$ cat config.mk
export PLATFORM = sky130hd
export DESIGN_NAME = funcase_encoder
export DESIGN_NICKNAME = d
export VERILOG_FILES = /design/src/rtl/funcase_pkg.sv /design/src/rtl/funcase_bit_fifo.sv /design/src/rtl/funcase_encoder.sv
export SDC_FILE = /design/constraint.sdc
export NUM_CORES = 1
export LEC_CHECK = 0
export ABC_AREA = 1
export BUFFER_PORTS_ARGS = -buffer_cell sky130_fd_sc_hd__buf_2
export CAP_MARGIN = 15
export CORE_MARGIN = 2
export CORE_UTILIZATION = 30
export CTS_BUF_LIST = sky130_fd_sc_hd__clkbuf_2 sky130_fd_sc_hd__clkbuf_4 sky130_fd_sc_hd__clkbuf_8
export DETAILED_ROUTE_END_ITERATION = 8
export GPL_ROUTABILITY_DRIVEN = 0
export RECOVER_POWER = 50
export SLEW_MARGIN = 20
export SYNTH_ARGS = -nofsm -noshare
export SYNTH_HDL_FRONTEND = slang
export SYNTH_SLANG_ARGS = --single-unit
$ cat constraint.sdc
create_clock -name clk -period 2.7 [get_ports clk]
set_clock_uncertainty 0.15 [all_clocks]
set_input_delay 0.27 -clock clk [delete_from_list [all_inputs] [get_ports clk]]
set_output_delay 0.27 -clock clk [all_outputs]
set_load 0.03 [all_outputs]
$ cat src/rtl/funcase_pkg.sv
// Shared types, symbol codes and the flag-to-symbol encoder for the
// funcase encoder slice.
package funcase_pkg;

    typedef enum logic [1:0] {
        IDLE = 2'd0,
        PRE  = 2'd1,
        DATA = 2'd2
    } state_t;

    localparam logic [1:0] SYM_ONE   = 2'h3;
    localparam logic [1:0] SYM_ZERO0 = 2'h0;
    localparam logic [1:0] SYM_ZERO1 = 2'h1;
    localparam logic [1:0] SYM_ZERO2 = 2'h2;

    // A one always maps to SYM_ONE; a zero takes the current rotation code.
    function automatic logic [1:0] encode(input bit b,
                                          input logic [1:0] rot);
        return b ? SYM_ONE : rot;
    endfunction

endpackage

$ cat src/rtl/funcase_bit_fifo.sv
// DEPTH x 1-bit synchronous FIFO with asynchronous active-low clear.
// Ports: push/din write, pop read, head = oldest entry, full/empty flags.
module funcase_bit_fifo #(
    parameter int DEPTH = 4
) (
    input  logic clk,
    input  logic rst,
    input  logic push,
    input  logic din,
    input  logic pop,
    output logic head,
    output logic full,
    output logic empty
);

    localparam int AW = $clog2(DEPTH);

    logic [DEPTH-1:0] mem;
    logic [AW-1:0]    wptr;
    logic [AW-1:0]    rptr;
    logic [AW:0]      cnt;
    logic             do_push;
    logic             do_pop;

    // A push into a full FIFO is refused even when a pop frees a slot.
    assign do_push = push && !full;
    assign do_pop  = pop && !empty;

    assign full  = (cnt == (AW+1)'(DEPTH));
    assign empty = (cnt == '0);
    assign head  = mem[rptr];

    always_ff @(posedge clk or negedge rst) begin
        if (!rst) begin
            mem  <= '0;
            wptr <= '0;
            rptr <= '0;
            cnt  <= '0;
        end else begin
            if (do_push) begin
                mem[wptr] <= din;
                wptr      <= wptr + 1'b1;
            end
            if (do_pop) begin
                rptr <= rptr + 1'b1;
            end
            unique case ({do_push, do_pop})
                2'b10:   cnt <= cnt + 1'b1;
                2'b01:   cnt <= cnt - 1'b1;
                default: cnt <= cnt;
            endcase
        end
    end

endmodule

$ cat src/rtl/funcase_encoder.sv
// Flag-to-line-symbol encoder: FIFO-buffered flags, preamble of ones,
// zeros sent as rotating 0/1/2 when FUNCASE_ROTATE_EN is defined (else 0).
// Ports: clk; rst (async, active-low);
//   __in0  = {in_valid, in_bit, out_ready}
//   __out0 = {in_ready, out_valid, sym[1:0]}
module funcase_encoder
    import funcase_pkg::*;
#(
    parameter int DEPTH        = 4,
    parameter int PREAMBLE_LEN = 2
) (
    input  logic       clk,
    input  logic       rst,
    input  logic [2:0] __in0,
    output logic [3:0] __out0
);

    localparam logic [3:0] PRE_LAST = 4'(PREAMBLE_LEN - 1);

    logic       in_valid;
    logic       in_bit;
    logic       out_ready;
    logic       in_ready;
    logic       out_valid;
    logic [1:0] sym;

    state_t     state;
    state_t     state_nxt;
    logic [3:0] pre_cnt;
    logic [3:0] pre_nxt;
    logic       push;
    logic       pop;
    logic       head;
    logic       full;
    logic       empty;

    assign in_valid  = __in0[2];
    assign in_bit    = __in0[1];
    assign out_ready = __in0[0];
    assign __out0    = {in_ready, out_valid, sym};

    funcase_bit_fifo #(
        .DEPTH(DEPTH)
    ) u_fifo (
        .clk  (clk),
        .rst  (rst),
        .push (push),
        .din  (in_bit),
        .pop  (pop),
        .head (head),
        .full (full),
        .empty(empty)
    );

`ifdef FUNCASE_ROTATE_EN
    logic [1:0] rot;
    logic [1:0] rot_adv;

    // Rotation wraps after 2 so a zero never aliases the SYM_ONE code.
    always_comb begin
        unique case (rot)
            SYM_ZERO0: rot_adv = SYM_ZERO1;
            SYM_ZERO1: rot_adv = SYM_ZERO2;
            default:   rot_adv = SYM_ZERO0;
        endcase
    end

    always_ff @(posedge clk or negedge rst) begin
        if (!rst) begin
            rot <= SYM_ZERO0;
        end else if (pop && !head) begin
            rot <= rot_adv;
        end
    end
`endif

    always_ff @(posedge clk or negedge rst) begin
        if (!rst) begin
            state   <= IDLE;
            pre_cnt <= '0;
        end else begin
            state   <= state_nxt;
            pre_cnt <= pre_nxt;
        end
    end

    always_comb begin
        state_nxt = state;
        pre_nxt   = pre_cnt;
        in_ready  = 1'b0;
        out_valid = 1'b0;
        sym       = 2'h0;
        pop       = 1'b0;
        unique case (state)
            IDLE: begin
                state_nxt = PRE;
            end
            PRE: begin
                in_ready  = !full;
                out_valid = 1'b1;
                sym       = SYM_ONE;
                if (out_ready) begin
                    pre_nxt = pre_cnt + 4'd1;
                    if (pre_cnt == PRE_LAST) begin
                        state_nxt = DATA;
                    end
                end
            end
            DATA: begin
                in_ready  = !full;
                out_valid = !empty;
`ifdef FUNCASE_ROTATE_EN
                sym       = encode(head, rot);
`else
                sym       = encode(head, SYM_ZERO0);
`endif
                pop       = !empty && out_ready;
            end
            default: begin
                state_nxt = IDLE;
            end
        endcase
        push = in_valid && in_ready;
    end

endmodule
==> results.yml <==
timing:
  slew_violations: 0
  setup_viol_count_final: 0
  setup_tns_ns: 0
  min_period_over_period_pct: 83.63
  fin_crit_ns: 2.258
  timing.slew.headroom_pct: 37.74
  tightest_slew_ns: 0.9339
  rsz0062_at_grt: "no"
  final.hold.worst_slack_ns: 0.1021
  timing.final.hold_violations: 0
  fmax_ghz: 0.4428
power:
  power.share.sequential_pct: 38.1
  total_switching_power_mw: 0.4674
  power_density_mw_per_mm2: 943.2
  combinational_share_of_power_pct: 48.7
  clockPowerShare_pct: 13.2
  switching_share_pct: 44.85
  internal-power_mw: 0.5747
  irDropWorstVdd_v: 0.0002889
  leakage_nw: 0.5762
synth:
  netlist.area_leader.share_pct: 42.71
  synth_area_per_cell_um2: 8.736
  synth_seq_cells: 17
  yosysWarningCount: 0
  yosys.cell_types.count: 16
  post_synth_instance_area_um2: 996.0
  synth.yosys.seq_area_share_pct: 42.71
  biggest_area_consumer_among_synthesized_cells: "dfrtp_1"
  netlist_instances: 114
  mappedNetlistNets: 130
  largest_cells_by_area_after_synthesis: "dfrtp_1 (43%), ha_1 (13%), inv_1 (8.7%), nand2_1 (7.5%), nand3_1 (4.0%)"
clock_network:
  cts_tree: "built"
  cts.repair.resized: 0
  clk_pin_slew_worst_setup_hold_paths_ns: 0.10
  post_cts.repair.setup_buffers: 0
  cts.sinks: 17
  tritoncts.num_buffers: 3
  ctsLongestPathBuffers: 2
  cts_htree_levels: 1
  clkLatencyLatePin_ns: 0.29
  root_buffer: "clkbuf_4"
finish:
  fraction_of_final_layout_cells_sized_beyond_drive_strength_1_pct: 14.52
  areaGrowthSynthToFinish_pct: 10.93
  layout_commonest_cell: "inv_1"
  layout.filler_cells: 339
  final_nets: 141
  insertedDiodeCount: 0
  multiInputGateArea_um2: 461.7
  mostFrequentLayoutCells: "inv_1 (23), nand2_1 (20), dfrtp_1 (17)"
  seq_area_um2: 425.4
placed_design:
  dp_hpwl_um: 1243
  port_buffers: 8
route:
  detail_route.wirelength.met1_um: 780
  wl_per_cell_um: 9.488
  detail-route-antenna-nets: 0
  drtPass1Iterations: 4
  top_signal_layer_used: "met4"
  detailed_route_wl_um: 1594
  num_vias: 727
  drc_errors: 0
  routed-wl-met3_um: 106
  wl_met2_um: 699
  detail_route.iter0.violations: 51
  routed_via_density: 4.327
die:
  chipHeight_um: 61.62
  core_area_mm2: 0.003103
  die-area_mm2: 0.003797
  floorplan.rows: 20
  floorplan.die.width_um: 61.62
  start_util_pct: 32.10
  pin_count: 9
worst_hold_path:
  holdCritPathClass: "input pin to register"
critical_path:
  required_ns: 2.73
  worst_setup_path_start_kind: "register"
  cp_max_stage_delay_ns: 0.42
  timing_worst_setup_path_type: "register to register"
  worstSetupEndpointType: "register"
  critPathArrivalTime_ns: 2.29
  series_of_cell_instances_along_the_critical_path: "inv_1 > ha_1 > nand3_1 > inv_1 > ha_1 > inv_1 > fa_1 > a21oi_1 > o21ai_0 > xor2_1"
  critPathMaxFanout: 5
  crit_path_frequent_cell: "inv_1"
  crit_path_top_delay_cell: "dfrtp_1"
global_route:
  grt_max_degree: 18
  grt_overflow_total: 0
  vias_in_the_first_global_route: 694
  number_of_antenna_violations_at_the_first_check_in_global_routing: 0
  grt.total_usage_pct: 10.26
  wire_length_of_the_first_global_routing_pass_um: 2870
flow_run:
  maxCapViolations: 0
outcome:
  status: "finished clean"
==> cells by family after synthesis <==
logic type | count (synthesis) | synth area share [%]
xor+xnor | 7 | 6.156
fa+ha+maj | 11 | 14.57
buf+inv | 26 | 10.93
simple gates | 39 | 18.59
compound gates | 14 | 7.035
flops | 17 | 42.71
==> metrics by stage <==
stage	total power, mW	cell area (µm²)	instances	utilization [%]	worst slack [ns]
after global placement	0.8991	1069	163	34.44	0.5416
final	1.042	1105	168	35.60	0.4419
after floorplan	0.8267	996.0	114	-	0.6095
after global routing	1.155	1105	168	35.60	0.2443
after CTS	1.060	1106	168	35.65	0.4450
after detailed placement	0.9120	1069	163	34.44	0.4642
==> registers in the layout (all words and copies together), names as in the netlist <==
name         count
u_fifo.mem       4
pre_cnt          4
u_fifo.cnt       3
state            2
u_fifo.wptr      2
u_fifo.rptr      2
==> path summary, 6_finish.rpt <==
path / start / endpoint / slack, ns / cells past startpoint
setup / recovery: state[0] / u_fifo.cnt[2] / 0.44 / 10
hold / removal: __in0[1] / u_fifo.mem[3] / 0.10 / 3
setup reg to reg: state[0] / u_fifo.cnt[2] / 0.44 / 10
hold reg to reg: pre_cnt[3] / pre_cnt[3] / 0.33 / 1
max in group asynchronous: rst / u_fifo.mem[2] / 1.36 / 2
min in group asynchronous: rst / pre_cnt[3] / 0.47 / 2
==> repair_timing <==
action / 4_1_cts / 5_1_grt
endpoints found under the hold margin: 17 / 0
hold buffers: 1 / 0
endpoints found under the setup margin: 0 / 0
==> power groups by stage <==
stage	logic [mW]	registers, mW	clock network [mW]
3_3_place_gp	0.500	0.399	0
5_1_grt	0.596	0.407	0.152
4_1_cts	0.518	0.397	0.145
6_report	0.507	0.397	0.138
3_5_place_dp	0.511	0.401	0
2_1_floorplan	0.437	0.389	0
==> cell usage after synthesis <==
| master | n |
|---|---|
| nor2_2 | 5 |
| dfrtp_1 | 17 |
| nand3_4 | 1 |
| nand3_1 | 8 |
| nor2_1 | 4 |
| a21oi_1 | 6 |
| inv_1 | 23 |
| xor2_1 | 4 |
| ha_1 | 10 |
| o21ai_0 | 4 |
| nand2_1 | 20 |
| buf_4 | 3 |
| xnor2_1 | 3 |
| fa_1 | 1 |
| o21ai_1 | 4 |
| nand2_2 | 1 |
==> layer usage <==
layer | up-vias | GRT usage, %
met5 | - | 0
met4 | 0 | 1.824
met3 | 2 | 3.782
met2 | 24 | 16.99
met1 | 337 | 12.97
li1 | 364 | -
==> final cells by class <==
| type | count | share of cell area (%) |
|---|---|---|
| Clock buffer | 3 | 2.039 |
| Clock inverter | 1 | 0.4530 |
| Inverter | 23 | 7.814 |
| Multi-Input combinational cell | 71 | 41.79 |
| Sequential cell | 17 | 38.51 |
| Tap cell | 44 | 4.983 |
| Timing Repair Buffer | 9 | 4.417 |
==> critical path: cells and delay by family (launching register included) <==
kind                       cells  cell delay (ns)
adders and majority gates      3             0.75
DFF                            1             0.42
buffers and inverters          3             0.26
AOI/OAI and AO/OA              2             0.25
and+or+nand+nor                1             0.17
xor gates and xnor gates       1             0.15
Note: power is estimated with default switching activity, not from simulation.
